### src/rtl/sdram_sample_loader.sv
// sdram_sample_loader: Avalon-MM read master that copies NUM_SAMPLES samples
// from SDRAM into the sample SRAM, then pulses fft_start / load_done.
//
// state | meaning
// IDLE  | waiting for load_start; outputs quiet
// ISSUE | issuing pipelined reads, up to MAX_OUTSTANDING in flight
// DRAIN | all reads issued, collecting the remaining beats
// DONE  | one-cycle load_done / fft_start pulse
module sdram_sample_loader #(
  parameter int MASTER_ADDRESSWIDTH = 32,
  parameter int DATAWIDTH           = 32,
  parameter int SRAM_ADDRWIDTH      = 9,
  parameter int SRAM_DATAWIDTH      = 16,
  parameter int NUM_SAMPLES         = 512,
  parameter int ADDR_STRIDE         = 2,
  parameter int MAX_OUTSTANDING     = 4
) (
  input  logic                           clk,
  input  logic                           n_rst,
  input  logic                           load_start,
  input  logic [MASTER_ADDRESSWIDTH-1:0] load_base,
  output logic [MASTER_ADDRESSWIDTH-1:0] master_address,
  output logic                           master_read,
  input  logic [DATAWIDTH-1:0]           master_readdata,
  input  logic                           master_readdatavalid,
  input  logic                           master_waitrequest,
  output logic                           sram_write_ena,
  output logic [SRAM_ADDRWIDTH-1:0]      sram_address,
  output logic [SRAM_DATAWIDTH-1:0]      sram_write_data,
  output logic                           load_busy,
  output logic                           load_done,
  output logic                           fft_start,
  output logic                           load_error
);

  localparam int MAW = MASTER_ADDRESSWIDTH;
  localparam int CW  = $clog2(NUM_SAMPLES) + 1;

  typedef enum logic [1:0] {
    S_IDLE  = 2'd0,
    S_ISSUE = 2'd1,
    S_DRAIN = 2'd2,
    S_DONE  = 2'd3
  } state_e;

  state_e          state_q, state_d;
  logic [MAW-1:0]  addr_q, addr_d;
  logic [CW-1:0]   issued_q, issued_d;
  logic [CW-1:0]   received_q, received_d;
  logic [CW-1:0]   outstanding_q, outstanding_d;
  logic            error_q, error_d;

  logic                      wr_ena_q;
  logic [SRAM_ADDRWIDTH-1:0] wr_addr_q;
  logic [SRAM_DATAWIDTH-1:0] wr_data_q;

  logic accept;
  logic good_beat;
  logic unused_rdata_hi;

  // Only the low sample bits of each beat are stored.
  assign unused_rdata_hi = ^master_readdata[DATAWIDTH-1:SRAM_DATAWIDTH];

  // Read request depends only on registered state, so it holds steady through waitrequest.
  assign master_read    = (state_q == S_ISSUE) && (outstanding_q < CW'(MAX_OUTSTANDING));
  assign master_address = addr_q;
  assign accept         = master_read && !master_waitrequest;
  // A beat is only legitimate when a read is actually in flight during a load.
  assign good_beat      = master_readdatavalid && (outstanding_q != '0) &&
                          ((state_q == S_ISSUE) || (state_q == S_DRAIN));

  assign load_busy       = (state_q != S_IDLE);
  assign load_done       = (state_q == S_DONE);
  assign fft_start       = (state_q == S_DONE);
  assign load_error      = error_q;
  assign sram_write_ena  = wr_ena_q;
  assign sram_address    = wr_addr_q;
  assign sram_write_data = wr_data_q;

  // State and counter registers.
  always_ff @(posedge clk or negedge n_rst) begin
    if (!n_rst) begin
      state_q       <= S_IDLE;
      addr_q        <= '0;
      issued_q      <= '0;
      received_q    <= '0;
      outstanding_q <= '0;
      error_q       <= 1'b0;
    end else begin
      state_q       <= state_d;
      addr_q        <= addr_d;
      issued_q      <= issued_d;
      received_q    <= received_d;
      outstanding_q <= outstanding_d;
      error_q       <= error_d;
    end
  end

  // Next-state, address and counter logic.
  always_comb begin
    state_d       = state_q;
    addr_d        = addr_q;
    issued_d      = issued_q;
    received_d    = received_q;
    error_d       = error_q;
    // Accept and beat in the same cycle cancel out.
    outstanding_d = outstanding_q + {{(CW-1){1'b0}}, accept} - {{(CW-1){1'b0}}, good_beat};
    if (good_beat) begin
      received_d = received_q + 1'b1;
    end

    case (state_q)
      S_IDLE: begin
        if (load_start) begin
          addr_d        = load_base;
          issued_d      = '0;
          received_d    = '0;
          outstanding_d = '0;
          error_d       = 1'b0;
          state_d       = S_ISSUE;
        end
      end
      S_ISSUE: begin
        if (accept) begin
          addr_d   = addr_q + MAW'(ADDR_STRIDE);
          issued_d = issued_q + 1'b1;
          if (issued_q == CW'(NUM_SAMPLES - 1)) begin
            state_d = S_DRAIN;
          end
        end
      end
      S_DRAIN: begin
        // received_q reaches the total one cycle after the last beat, i.e. while
        // the final SRAM write is being driven.
        if (received_q == CW'(NUM_SAMPLES)) begin
          state_d = S_DONE;
        end
      end
      S_DONE: begin
        state_d = S_IDLE;
      end
      default: begin
        state_d = S_IDLE;
      end
    endcase

    // A spurious beat flags an error even if it coincides with a new start.
    if (master_readdatavalid && !good_beat) begin
      error_d = 1'b1;
    end
  end

  // Registered SRAM write port, one cycle behind each good beat.
  always_ff @(posedge clk or negedge n_rst) begin
    if (!n_rst) begin
      wr_ena_q  <= 1'b0;
      wr_addr_q <= '0;
      wr_data_q <= '0;
    end else begin
      wr_ena_q <= good_beat;
      if (good_beat) begin
        wr_addr_q <= SRAM_ADDRWIDTH'(received_q);
        wr_data_q <= master_readdata[SRAM_DATAWIDTH-1:0];
      end
    end
  end

endmodule
### config.mk
export PLATFORM = sky130hd
export DESIGN_NAME = sdram_sample_loader
export DESIGN_NICKNAME = d
export VERILOG_FILES = /design/src/rtl/sdram_sample_loader.sv
export SDC_FILE = /design/constraint.sdc
export NUM_CORES = 1
export LEC_CHECK = 0
export CORE_MARGIN = 2
export CORE_UTILIZATION = 30
export CTS_CLUSTER_DIAMETER = 200
export CTS_CLUSTER_SIZE = 16
export DETAILED_ROUTE_END_ITERATION = 6
export GPL_TIMING_DRIVEN = 0
export SETUP_SLACK_MARGIN = 0.1
export SYNTH_ARGS = -nofsm -noshare
export SYNTH_HDL_FRONTEND = slang
export SYNTH_SLANG_ARGS = --single-unit
### constraint.sdc
create_clock -name clk -period 3.4 [get_ports clk]
set_input_delay 0.68 -clock clk [delete_from_list [all_inputs] [get_ports clk]]
set_output_delay 0.68 -clock clk [all_outputs]
set_load 0.05 [all_outputs]
After elaboration in Yosys (flattened, before gate mapping). Index checks and enable logic that the tools add are counted.

Register bits: 91. Output and inout bits: 63. Word-level logic and storage cells: 60. Input port bits: 69.

$lt $le $gt $ge: 1. Add/subtract/negate cells: 5. Eq/ne operators: 9. Multiplexer cells: 19. Reduce and logical (&&, ||, !) cells: 17.

Operators by type and width (number): $mux W10 (7); $mux W32 (2); $pmux W32 S2 (1); $add A32 B2 Y32 const B (1); $add A10 B1 Y10 const B (2); $pmux W10 S2 (1); $add A10 B1 Y10 (1); $eq A10 B10 Y1 const B (1); $eq A10 B9 Y1 const B (1); $lt A10 B3 Y1 const B (1); $reduce_bool A10 Y1 (1); $sub A10 B1 Y10 (1); $mux W2 (4); $pmux W2 S4 (1); $reduce_bool A2 Y1 (4); $logic_and A1 B1 Y1 (5); $eq A2 B2 Y1 const B (2); $ne A2 B1 Y1 const B (2); $ne A2 B2 Y1 const B (2); $reduce_and A4 Y1 (1); $mux W1 (3); $reduce_and A3 Y1 (1); $eq A2 B1 Y1 const B (1); $logic_not A1 Y1 (2); 3 further kinds (3).

Longest topological paths before layout.
Depth after elaboration: 7. Depth in mapped cells: 15. Mapped depth without buffers: 14.

Worst setup path before layout. Ideal clock, no wire load.

Kind: register to register. From: reg outstanding_q[6]. To: reg outstanding_q[6]. Stages on the path, launching flop included: 16. Setup slack: 0.193 ns. Clock period less this slack: 3.207 ns. Arrival time: 3.075 ns. Data required time: 3.268 ns. Buffers on the path: 1. Setup time: 0.132 ns. Path through: dfrtp_1 > inv_1 > ha_1 > nand4b_1 > o311ai_1 > inv_2 > clkbuf_1 > ha_1 > inv_1 > ha_1 > fa_1 > a21oi_1 > o221ai_1 > or2_1 > xnor2_1 > nor2_1.

Elaborated cells on any way between the ends: 10. Those cells by class: add/sub (2); order compare (1); mux (2); reduce/logical (5).

RTL lines: from (decl) (RTL line 50) `logic [CW-1:0] outstanding_q, outstanding_d;`; from (signal assigned) (RTL line 94) `outstanding_q <= outstanding_d;`; $reduce_bool A10 Y1 (*) (RTL line 69) `assign good_beat = master_readdatavalid && (outstanding_q != '0) &&`; $logic_and A1 B1 Y1 (*) (2 in a row) (RTL line 69); net good_beat (RTL line 58) `logic good_beat;`; $sub A10 B1 Y10 (*) (RTL line 107) `outstanding_d = outstanding_q + {{(CW-1){1'b0}}, accept} - {{(CW-1){1'b0}}, good_beat};`; $mux W10 (RTL line 114) `if (load_start) begin`; $mux W10 (*) (RTL line 112) `case (state_q)`; net outstanding_d[6] (RTL line 50).

Mark *: on every way through the listed nets, which the timed path passes. The rest lies on a longest branch. A chain may end at the register's enable or synchronous reset.

Final worst setup path.
From: reg outstanding_q[4]. To: reg outstanding_q[9].

Word-level cells in the longest chain between the ends: 7. Elaborated cells on any way between the ends: 10. Those cells by class: add/sub (2); order compare (1); mux (2); reduce/logical (5).

RTL lines: $lt A10 B3 Y1 (RTL line 65) `assign master_read = (state_q == S_ISSUE) && (outstanding_q < CW'(MAX_OUTSTANDING));`; $logic_and A1 B1 Y1 (RTL line 65); $logic_and A1 B1 Y1 (RTL line 67) `assign accept = master_read && !master_waitrequest;`; $add A10 B1 Y10 (RTL line 107); $sub A10 B1 Y10 (*) (RTL line 107); $mux W10 (RTL line 114); $mux W10 (*) (RTL line 112); net outstanding_d[9] (RTL line 50).

Marked as above.

==> flow_metrics.py <==
metrics = {
    "floorplanning": {
        "fp.dieH_microns": 136.1,
        "io_pins": 132,
        "initial_core_util": 0.3048,
        "coreArea_sq_um": 17180,
        "num_rows": 48,
        "die-area_sq_um": 18520,
        "fp.dieW_microns": 136.1,
    },
    "logic_synthesis": {
        "synth-compound-area-share": 0.1319,
        "post_synth_and_or_nand_nor_area_fraction": 0.2622,
        "synth.area.mux_share": 0.02510,
        "synth_fp_nets": 697,
        "synth_cell_types": 61,
        "synth_top_family_by_area": "simple AND/OR/NAND/NOR gates",
        "ys_ff_latch": 91,
        "synth_fa_ha_area_frac": 0.06358,
        "synth_area_per_cell_sq_um": 8.696,
        "syn_area_sq_um": 5235,
        "ys_warn_count": 0,
        "synth_top_area_cell": "dfrtp_1",
        "synth-edff-count": 0,
        "synthCells": 602,
        "yosys.area.top_type_share": 0.4350,
        "synth_area_leaders": "dfrtp_1 (43%), nand2_1 (7.0%), ha_1 (6.0%)",
        "synth_ff_type": "dfrtp_1",
        "synth_xor_area_frac": 0.03346,
        "synth-seq-area-share": 0.4350,
        "async_flop_share": 1.000,
    },
    "sta": {
        "post-route-min-period_ps": 3120,
        "fin_crit_sh": 0.9175,
        "fmax_mhz": 320.6,
        "setup_violations": 0,
        "hold_ws_ps": 235.8,
        "drv_slew": 0,
        "worstMarginPinSlew_ps": 824.4,
        "rsz0062_at_grt": "yes",
        "fin_skew_ps": 5.476,
        "hold_viol_final": 0,
        "slew_headroom": 0.4432,
    },
    "finish": {
        "final_area_sq_um": 7038,
        "drive_gt1_frac": 0.04082,
        "n_antenna_cell": 0,
        "area_delta_synth_final_pct": 34.44,
        "nNetsFinal": 825,
        "fin_util": 0.4097,
    },
    "drt": {
        "antenna_left": 0,
        "routed_via_density": 5.120,
        "routed_wl_mm": 15.13,
        "drt_iter0_drc": 283,
        "drc": 0,
        "firstDrtPassIters": 6,
        "num_vias": 4915,
        "wl_per_cell_microns": 15.76,
    },
    "clocking": {
        "cts_max_path_buffers": 2,
        "cts_tree": "built",
        "cts_root_buf": "clkbuf_16",
        "cts_htree_levels": 3,
        "clk_pin_slew_ps": 70,
        "numCtsBuffers": 9,
        "insertion_delay_ps": 350,
        "cts_sinks": 91,
    },
    "power": {
        "p_leak_nw": 2.875,
        "power_frac_clock": 0.136,
        "power_density_nw_per_um2": 1106,
        "worst_ir_drop_vdd_mv": 0.5238,
        "power.share.switching": 0.5117,
        "power_frac_seq": 0.255,
        "p_switching_mw": 3.982,
        "power.internal_mw": 3.800,
        "combPwrFrac": 0.608,
    },
    "setup_path": {
        "crit_fanout": 3,
        "start_kind": "flip-flop",
        "cp.required_ps": 3610,
        "crit_type": "reg2reg",
        "end_kind": "flip-flop",
        "arrival_ps": 3330,
    },
    "global_routing": {
        "grt.total_usage": 0.1672,
        "grt_overflow": 0,
        "grt_pass1_wl_mm": 24.41,
        "grt_max_degree": 68,
        "grt_pass1_vias": 4657,
        "antenna_found_initial": 0,
    },
    "worst_hold_path": {
        "hold_path_class": "in2async",
    },
    "placement": {
        "placed_cell_area_sq_um": 6693,
        "hpwl_mm": 10.78,
        "port_buffers": 115,
        "gp_congestion": 0.8661,
    },
    "outcome": {
        "status": "finished clean",
    },
    "job": {
        "max_cap_viol_count": 0,
    },
}
[power groups by stage]
stage | logic (mW) | clock network (mW) | registers [mW]
2_1_floorplan | 2.23 | 0 | 2.98
3_3_place_gp | 4.66 | 0 | 1.99
3_5_place_dp | 4.70 | 0 | 1.99
4_1_cts | 4.75 | 1.09 | 1.98
5_1_grt | 5.16 | 1.14 | 2.05
6_report | 4.73 | 1.06 | 1.99
[cells by family (layout without fill, tap and decap cells)]
family,after synthesis,in the layout
xor+xnor,20,20
buf+inv,66,199
flops,91,91
fa+ha+maj,26,26
mux,13,13
simple gates,280,280
compound gates,106,106
[Yosys cell counts, drive strengths merged (2+ instances only)]
cell type  count
a21boi         2
a21o           2
a21oi         29
a221oi         2
a311oi         3
and2           5
and3           8
and4           6
buf            3
clkbuf        34
dfrtp         91
ha            25
inv           29
mux2i         12
nand2         97
nand2b         3
nand3         34
nand3b         2
nand4         25
nor2          44
nor3          18
nor3b          3
nor4          18
o21ai         20
o22ai         23
o31ai          5
o32ai          4
o41ai          2
or2            3
or3            7
or4            2
xnor2         14
xor2           6
[state kept, by name, indices dropped and copies added, names as in the netlist]
name	flops
master_address	32
sram_write_data	16
issued_q	10
outstanding_q	10
received_q	10
sram_address	9
state_q	2
load_error	1
sram_write_ena	1
[critical path, stage by stage (launching register included)]
cell and delay (ps):
dfrtp_1 390, inv_1 80, ha_1 210, nand4b_1 170
o311ai_4 330, inv_4 50, ha_1 290, inv_1 60
ha_1 200, a211oi_1 100, o41ai_1 680, a221oi_1 190
xnor2_1 170, nor2_1 60
[path summary, 6_finish.rpt]
check	endpoint	slack (ps)	cells after the start	start
setup / recovery	outstanding_q[9]	280	13	outstanding_q[4]
hold / removal	master_address[31]	240	1	n_rst
setup reg to reg	outstanding_q[9]	280	13	outstanding_q[4]
hold reg to reg	sram_address[3]	470	2	sram_address[3]
max in group asynchronous	sram_address[1]	2510	2	n_rst
min in group clk	sram_address[3]	470	2	sram_address[3]
[metal layers]
metal / global-route usage / vias up / share of wire
li1: - / 2410 / -
met1: 0.2217 / 2317 / 0.46
met2: 0.2694 / 177 / 0.46
met3: 0.04623 / 11 / 0.077
met4: 0.04225 / 0 / 0.011
met5: 0 / - / 0
[metrics by stage]
stage / total power [mW] / worst slack (ps) / std cells / TNS (ps)
final: 7.782 / 280.5 / 960 / 0
after global routing: 8.360 / 92.00 / 960 / 0
after CTS: 7.822 / 209.6 / 960 / 0
after global placement: 6.649 / -2031 / 942 / -187660
after floorplan: 5.206 / 193.5 / 602 / 0
after detailed placement: 6.686 / -720.8 / 943 / -3875
[timing repair]
action / CTS / global route
setup buffers: 2 / 0
pin swaps: 1 / 1
gates resized for setup: 3 / 1
setup endpoints to repair: 8 / 3
hold buffers: 0 / 0
[layout make-up]
class / instances / area (sq um)
Fill cell: 1759 / 10140
Multi-Input combinational cell: 445 / 2724
Sequential cell: 91 / 2277
Timing Repair Buffer: 118 / 1191
Tap cell: 225 / 281.5
Clock buffer: 10 / 239.0
Buffer: 36 / 142.6
Inverter: 29 / 111.4
Clock inverter: 6 / 71.32
[cells in the final DEF (no fill, tap or decap), types with 12 or more instances in the layout]
| cell type | synthesis | layout |
|---|---|---|
| a21oi_1 | 29 | 28 |
| clkbuf_1 | 34 | 33 |
| clkdlybuf4s50_1 | 0 | 114 |
| dfrtp_1 | 91 | 91 |
| ha_1 | 25 | 25 |
| inv_1 | 28 | 28 |
| mux2i_1 | 12 | 12 |
| nand2_1 | 97 | 97 |
| nand3_1 | 34 | 34 |
| nand4_1 | 25 | 25 |
| nor2_1 | 44 | 44 |
| nor3_1 | 18 | 18 |
| nor4_1 | 18 | 18 |
| o21ai_0 | 15 | 15 |
| o22ai_1 | 23 | 23 |
| xnor2_1 | 14 | 14 |
(Power assumes the default switching activity.)
